File: config.mk
export PLATFORM = sky130hd
export DESIGN_NAME = program_sequencer
export DESIGN_NICKNAME = d
export VERILOG_FILES = /design/src/rtl/program_sequencer_pkg.sv /design/src/rtl/program_sequencer_timeout_counter.sv /design/src/rtl/program_sequencer.sv
export SDC_FILE = /design/constraint.sdc
export NUM_CORES = 1
export LEC_CHECK = 0
export ABC_CLOCK_PERIOD_IN_PS = 5200
export BUFFER_PORTS_ARGS = -buffer_cell sky130_fd_sc_hd__buf_4
export CORE_ASPECT_RATIO = 1.25
export CORE_MARGIN = 4
export CORE_UTILIZATION = 54
export DETAILED_ROUTE_END_ITERATION = 12
export GPL_TIMING_DRIVEN = 0
export PLACE_DENSITY = 0.9
export REMOVE_ABC_BUFFERS = 1
export SLEW_MARGIN = 40
export SYNTH_ARGS = -nofsm -noshare
export SYNTH_HDL_FRONTEND = slang
export SYNTH_SLANG_ARGS = --single-unit
File: constraint.sdc
create_clock -name clk -period 5.2 [get_ports clk]
set_input_delay 0.52 -clock clk [delete_from_list [all_inputs] [get_ports clk]]
set_output_delay 0.52 -clock clk [all_outputs]
set_load 0.005 [all_outputs]
File: src/rtl/program_sequencer_pkg.sv
// program_sequencer_pkg: shared states, block type codes and engine op codes
package program_sequencer_pkg;

    typedef enum logic [3:0] {
        IDLE,
        FETCH,
        WAIT_BLK,
        DISPATCH,
        WAIT_ENG,
        VERIFY,
        WAIT_VFY,
        FINISH,
        FAIL
    } seq_state_t;

    localparam logic [7:0] BLK_TYPE_DATA = 8'h00;
    localparam logic [7:0] BLK_TYPE_EOF  = 8'h01;

    localparam logic ENG_OP_WRITE  = 1'b0;
    localparam logic ENG_OP_VERIFY = 1'b1;

endpackage

File: src/rtl/program_sequencer_timeout_counter.sv
// timeout_counter: watchdog that flags the last cycle of a TIMEOUT_CYCLES window
module timeout_counter #(
    parameter int TIMEOUT_CYCLES = 1000000
) (
    input  logic clk,
    input  logic rst,
    input  logic clear,
    input  logic enable,
    output logic expired
);

    localparam int W = $clog2(TIMEOUT_CYCLES);
    localparam logic [W-1:0] LAST = W'(TIMEOUT_CYCLES - 1);

    logic [W-1:0] count;

    assign expired = enable && (count == LAST);

    // count while enabled, parking on the last value until cleared
    always_ff @(posedge clk or negedge rst) begin
        if (!rst) count <= '0;
        else if (clear) count <= '0;
        else if (enable && !expired) count <= count + W'(1);
    end

endmodule

File: src/rtl/program_sequencer.sv
// program_sequencer: walks decoded program blocks and dispatches DATA blocks to the flash engine
// Optional read-back verify after each write: define PROGRAM_SEQUENCER_VERIFY_EN
module program_sequencer
    import program_sequencer_pkg::*;
#(
    parameter int MAX_RETRIES    = 2,
    parameter int TIMEOUT_CYCLES = 1000000,
    parameter int BLOCK_CNT_BITS = 16
) (
    input  logic                      clk,
    input  logic                      rst,
    input  logic                      go,
    output logic                      busy,
    output logic                      finished,
    output logic                      failed,
    output logic [BLOCK_CNT_BITS-1:0] blocks_done,
    output logic                      rom_start,
    input  logic                      rom_ready,
    input  logic                      rom_done,
    input  logic [7:0]                blk_length,
    input  logic [15:0]               blk_address,
    input  logic [7:0]                blk_type,
    output logic                      eng_req,
    output logic                      eng_op,
    output logic [15:0]               eng_address,
    output logic [7:0]                eng_length,
    input  logic                      eng_ack,
    input  logic                      eng_done,
    input  logic                      eng_error
);

    localparam int RW = $clog2(MAX_RETRIES + 2);
    localparam logic [RW-1:0] RETRY_MAX = RW'(MAX_RETRIES);
    localparam logic [BLOCK_CNT_BITS-1:0] CNT_ONE = BLOCK_CNT_BITS'(1);

    seq_state_t                state;
    logic [RW-1:0]             retries;
    logic                      started;
    logic                      expired;
    logic                      done_ok;
    logic                      attempt_bad;
    logic                      can_retry;
    logic [BLOCK_CNT_BITS-1:0] blocks_next;

    assign busy        = !(state inside {IDLE, FINISH, FAIL});
    assign finished    = state == FINISH;
    assign failed      = state == FAIL;
    assign rom_start   = (state == FETCH) && rom_ready;
    assign done_ok     = eng_done && !eng_error;
    assign attempt_bad = eng_done || expired;
    assign can_retry   = retries < RETRY_MAX;
    assign blocks_next = &blocks_done ? blocks_done : blocks_done + CNT_ONE;

`ifdef PROGRAM_SEQUENCER_VERIFY_EN
    assign eng_op = (state == VERIFY) ? ENG_OP_VERIFY : ENG_OP_WRITE;
`else
    assign eng_op = ENG_OP_WRITE;
`endif

    timeout_counter #(.TIMEOUT_CYCLES(TIMEOUT_CYCLES)) u_timer (
        .clk     (clk),
        .rst     (rst),
        .clear   ((state == DISPATCH) || (state == VERIFY)),
        .enable  ((state == WAIT_ENG) || (state == WAIT_VFY)),
        .expired (expired)
    );

    // block-walking FSM with registered request, header copy and block counter
    always_ff @(posedge clk or negedge rst) begin
        if (!rst) begin
            state       <= IDLE;
            retries     <= '0;
            started     <= 1'b0;
            eng_req     <= 1'b0;
            eng_address <= '0;
            eng_length  <= '0;
            blocks_done <= '0;
        end else begin
            started <= rom_start;
            case (state)
                IDLE, FINISH, FAIL: begin
                    if (go) begin
                        state       <= FETCH;
                        blocks_done <= '0;
                        retries     <= '0;
                    end
                end
                FETCH: begin
                    if (rom_ready) state <= WAIT_BLK;
                end
                WAIT_BLK: begin
                    if (!started && rom_ready) begin
                        if (rom_done || blk_type == BLK_TYPE_EOF) begin
                            state <= FINISH;
                        end else if (blk_type == BLK_TYPE_DATA && blk_length != 8'd0) begin
                            state       <= DISPATCH;
                            eng_req     <= 1'b1;
                            eng_address <= blk_address;
                            eng_length  <= blk_length;
                            retries     <= '0;
                        end else begin
                            state <= FETCH;
                        end
                    end
                end
                DISPATCH: begin
                    if (eng_ack) begin
                        state   <= WAIT_ENG;
                        eng_req <= 1'b0;
                    end
                end
                WAIT_ENG: begin
                    if (done_ok) begin
`ifdef PROGRAM_SEQUENCER_VERIFY_EN
                        state   <= VERIFY;
                        eng_req <= 1'b1;
`else
                        state       <= FETCH;
                        blocks_done <= blocks_next;
`endif
                    end else if (attempt_bad) begin
                        state   <= can_retry ? DISPATCH : FAIL;
                        eng_req <= can_retry;
                        if (can_retry) retries <= retries + RW'(1);
                    end
                end
`ifdef PROGRAM_SEQUENCER_VERIFY_EN
                VERIFY: begin
                    if (eng_ack) begin
                        state   <= WAIT_VFY;
                        eng_req <= 1'b0;
                    end
                end
                WAIT_VFY: begin
                    if (done_ok) begin
                        state       <= FETCH;
                        blocks_done <= blocks_next;
                    end else if (attempt_bad) begin
                        state   <= can_retry ? DISPATCH : FAIL;
                        eng_req <= can_retry;
                        if (can_retry) retries <= retries + RW'(1);
                    end
                end
`endif
                default: begin
                    state   <= IDLE;
                    eng_req <= 1'b0;
                end
            endcase
        end
    end

endmodule

* After elaboration in Yosys (flattened, before gate mapping)
Index checks and enable logic that the tools add are counted.
W data, S select, Z words.
** Cells by class
- Add/subtract/negate cells :: 3
- Magnitude comparators :: 1
- Eq/ne operators :: 22
- Mux-type cells :: 31
- Bitwise gates (word level) :: 2
- Reductions and logical operators :: 29
** Operators by type and width (count)
- $mux W16 :: 3
- $mux W20 :: 2
- $pmux W16 S2 :: 1
- $mux W4 :: 7
- $ne A2 B2 Y1 const B :: 11
- $add A20 B1 Y20 const B :: 1
- $eq A20 B20 Y1 const B :: 1
- $pmux W4 S5 :: 1
- $add A16 B1 Y16 const B :: 1
- $eq A4 B3 Y1 const B :: 4
- $mux W2 :: 8
- $reduce_and A16 Y1 :: 1
- $eq A4 B2 Y1 const B :: 2
- $eq A8 B1 Y1 const B :: 1
- $logic_not A8 Y1 :: 1
- $reduce_and A4 Y1 :: 2
- $reduce_and A8 Y1 :: 1
- $reduce_bool A8 Y1 :: 1
- $reduce_and A7 Y1 :: 1
- $logic_and A1 B1 Y1 :: 6
- $mux W1 :: 6
- $pmux W2 S3 :: 1
- $reduce_bool A3 Y1 :: 2
- $reduce_and A5 Y1 :: 1
- 14 further kinds :: 22
** Storage, ports and cells
- Register bits after elaboration :: 68
- Input port bits :: 40
- Output and inout bits :: 46

* Logic depth before layout (Yosys ltp)
- Depth after elaboration :: 7
- Mapped depth :: 8
- Depth with buffers taken out :: 6

* Modules after synthesis
From an unflattened synthesis, not the netlist that was laid out.
** Unflattened totals
- Cell total of the unflattened synthesis :: 359
- Area total of the unflattened synthesis :: 3664.8 um^2
** By module, submodules not included
- program_sequencer :: times used 1, cells each 243, area an instance 2531.2 um^2, seq. area each 1201.2 um^2
- timeout_counter :: times used 1, cells each 116, area an instance 1133.6 um^2, seq. area each 500.5 um^2

* Worst setup path after synthesis
No wires, ideal clock.
- Path kind :: input port to flip-flop
- Start point :: in blk_length[5]
- End point :: reg eng_address[0]
- Library setup time :: 125 ps
- Arrival :: 2132 ps
- Required time :: 5075 ps
- Setup slack :: 2943 ps
- Cell stages on the path :: 7
- Path buffers :: 2
- Cell sequence :: or4_1 > o2111a_1 > nand2_1 > or3_1 > buf_2 > buf_2 > mux2_2
** Between the ends
- Word-level cells in the longest chain between the ends :: 3
** RTL lines
- start, declared :: line program_sequencer.sv:20 : input logic [7:0] blk_length,
- $reduce_bool A8 Y1 :: line program_sequencer.sv:95 : end else if (blk_type == BLK_TYPE_DATA && blk_length != 8'd0) begin
- $logic_and A1 B1 Y1 :: line program_sequencer.sv:95
- $reduce_and A4 Y1 (no source line)
- end signal, assigned :: line program_sequencer.sv:98 : eng_address <= blk_address;
- end, declared :: line program_sequencer.sv:25 : output logic [15:0] eng_address,
Every way passes these cells.
A chain may end at the register's enable or synchronous reset.

* Final worst setup path
- Start point :: reg state[0]
- End point :: reg blocks_done[0]
** Between the ends
- Word-level cells in the longest chain between the ends :: 4
- Elaborated cells between the ends (all ways) :: 11
** RTL lines
- start, declared :: line program_sequencer.sv:36 : seq_state_t state;
- start signal, assigned :: line program_sequencer.sv:122 : state <= can_retry ? DISPATCH : FAIL;
- $eq A4 B3 Y1, or another cell as far along :: line program_sequencer.sv:80 : case (state)
- $reduce_or A3 Y1 :: line program_sequencer.sv:80
- $ne A2 B2 Y1 (no source line) or $reduce_bool A2 Y1 (tied branches)
- $reduce_and A4 Y1 (no source line)
- end signal, assigned :: line program_sequencer.sv:119 : blocks_done <= blocks_next;
- end, declared :: line program_sequencer.sv:16 : output logic [BLOCK_CNT_BITS-1:0] blocks_done,
Parallel ways exist; a longest one is shown, timed or not.

==> flow_summary.ini <==
[placed_design]
dp_slack_ps = 2450
portBuffers = 84
dp.cells = 511
gp_congestion = 0.882
dpl.hpwl_mm = 6.50

[finish]
layoutNonFillerInstCount = 527
regArea_mm2 = 0.00170
area_delta_synth_final_pct = 25.4
fillCellCount = 467
antennaDiodeCount = 0
fin_nets = 479
final_core_utilization_pct = 71.1
drive_above_1_share_pct = 30.8
multi_input_area_mm2 = 0.00175

[yosys]
yosys.area_share.adder_pct = 0.702
synth_area_per_cell_um2 = 9.95
synth-seq-cells = 68
synthSimpleGateAreaFrac_pct = 22.8
synth_edf_count = 0
ys.flop_type = dfrtp_1
synth_cells = 358
synth-compound-area-share_pct = 14.2
synth_most_common_cell = dfrtp_1
synth.distinct_cells = 55
yosys_warnings = 0
synthMuxAreaShare_pct = 9.69
synthXorXnorAreaFrac_pct = 1.47
async_reset_ff_share_pct = 100
synth-seq-area-share_pct = 47.8
yosysTopAreaCellShare_pct = 47.8
synth_area_leaders = dfrtp_1 48%, mux2_2 8.8%, o21ai_0 3.9%
yosysTopAreaCell = dfrtp_1
synth_top_family_by_area = simple AND/OR/NAND/NOR gates
synth_area_mm2 = 0.00356
yosys-top-cells-count = 68 x dfrtp_1, 28 x mux2_2, 28 x o21ai_0, 26 x a21oi_1, 26 x nand2_1

[clock_tree]
cts_resized = 0
clk_pin_slew_ps = 80
holdBufCountCts = 0
postCtsSetupRepairBufs = 0
cts_tree = built
cts.sink_count = 68
cts_buffers = 9
root_buffer = clkbuf_8
clock_path_buffers = 2
insertion_delay_ps = 350
htreeDepth = 3

[global_routing]
overflow = 0
antenna_found_initial = 0
grt_pass1_vias = 3266
grt_max_degree = 69
track_usage_pct = 24.2
grt_pass1_wl_mm = 15.1

[power]
leakage_uw = 0.00211
intPower_uw = 1050
p_seq_share_pct = 41.0
combPwrFrac_pct = 24.9
ir_drop_v = 0.000216
powerDensity_mw_per_mm2 = 350
p_clk_share_pct = 34.1
switchingPower_uw = 509
power_switching_share_pct = 32.6

[routing]
drc = 0
wl_per_cell_um = 17.5
drtIter0Drc = 220
routed-via-count = 3209
viasPerCell = 6.09
dr.pass1.iters = 5
drtAntennaViolNets = 0
drt_wl_total_mm = 9.24

[die]
die_w_um = 80.7
rows = 32
dieArea_mm2 = 0.00797
start_util_pct = 56.7
ios = 86
core_mm2 = 0.00629
die_height_um = 98.8

[worst_hold_path]
hold_path_class = in -> async

[critical_path]
worst-endpoint-required_ps = 5430
arrival_ps = 3050
cp-start-kind = flip-flop
worstSetupPathType = reg -> reg
worstPathMaxFanout = 24
end_kind = flip-flop

[timing]
hold_violations = 0
finalSetupTns_ps = 0
slew_headroom_pct = 48.0
setup_viol_count_final = 0
rsz0062_at_grt = no
tightest_slew_ps = 781
post-route-period-util_pct = 54.1
finalCriticalPeriod_ps = 2810
fin_hold_ws_ps = 161
fin_worst_skew_ps = 9.98
finalWorstSetupSlack_ps = 2390
clock.fmax_mhz = 355
drv_slew = 0

[run]
cap_violations = 0

[status]
outcome = completed
sequential cells by signal, indices dropped and copies added, names as in the netlist:
register and count:
state 4, u_timer.count 20, blocks_done 16, eng_length 8
retries 2, eng_req 1, started 1, eng_address 16
cell usage in the layout (no fill, tap or decap), types with 8 or more instances in the layout:
cell type and n:
inv_1 9, or3_1 19, nand4_1 8, buf_4 83, o21ai_0 28, nor2_1 22, dfrtp_1 68, nand2_1 26
and3_1 8, mux2_2 28, clkbuf_8 9, a21oi_1 26, nand3_1 14
final timing paths:
path                            startpoint               to  slack, ps  cells past startpoint
max                               state[0]   blocks_done[0]       2390                      5
max reg2reg                       state[0]   blocks_done[0]       2390                      5
min reg2reg                eng_address[10]  eng_address[10]        510                      1
min in group clk            blk_address[5]   eng_address[5]        400                      2
max in group asynchronous              rst   eng_address[2]       4620                      1
min                                    rst  blocks_done[12]        160                      1
worst max-delay path, cell delays in order, from the launching register on:
cell,delay (ps)
dfrtp_1,620
nor4b_4,590
nand4_1,230
o22ai_2,670
nor2_1,250
mux2_2,330
cell families after synthesis:
group                    after synthesis
AND/OR/NAND/NOR                      142
AO/OA/AOI/OAI                         83
XOR/XNOR                               6
buffers and inverters                 25
other                                  1
adder cells (fa/ha/maj)                2
multiplexers                          31
flip-flops                            68
power by group through the flow:
stage	sequential, µW	combinational (µW)	clock (µW)
final	640	389	533
after global routing	648	431	567
after CTS	638	386	537
after detailed placement	648	382	0
after global placement	644	367	0
after floorplan	630	255	0
cell type report:
| type | count | share of cell area [%] |
|---|---|---|
| well taps | 85 | 2.38 |
| repair buffers | 84 | 14.2 |
| clock inverters | 6 | 2.49 |
| flip-flops and latches | 68 | 38.1 |
| inverters | 9 | 0.756 |
| multi-input cells | 265 | 39.2 |
| clock buffers | 10 | 2.86 |
per-layer routing:
layer,vias to the layer above,track usage [%],wire length (µm)
met3,22,5.03,522
met1,1571,27.6,3400
li1,1484,-,-
met4,0,10.1,198
met5,-,0,0
met2,132,43.3,5110
stage by stage:
step | power [µW] | cell area, µm²
after global placement | 1010 | 4220
after floorplan | 885 | 3480
after detailed placement | 1030 | 4230
after CTS | 1560 | 4460
final | 1560 | 4470
after global routing | 1650 | 4470
Power figures use the tool's default switching activity.
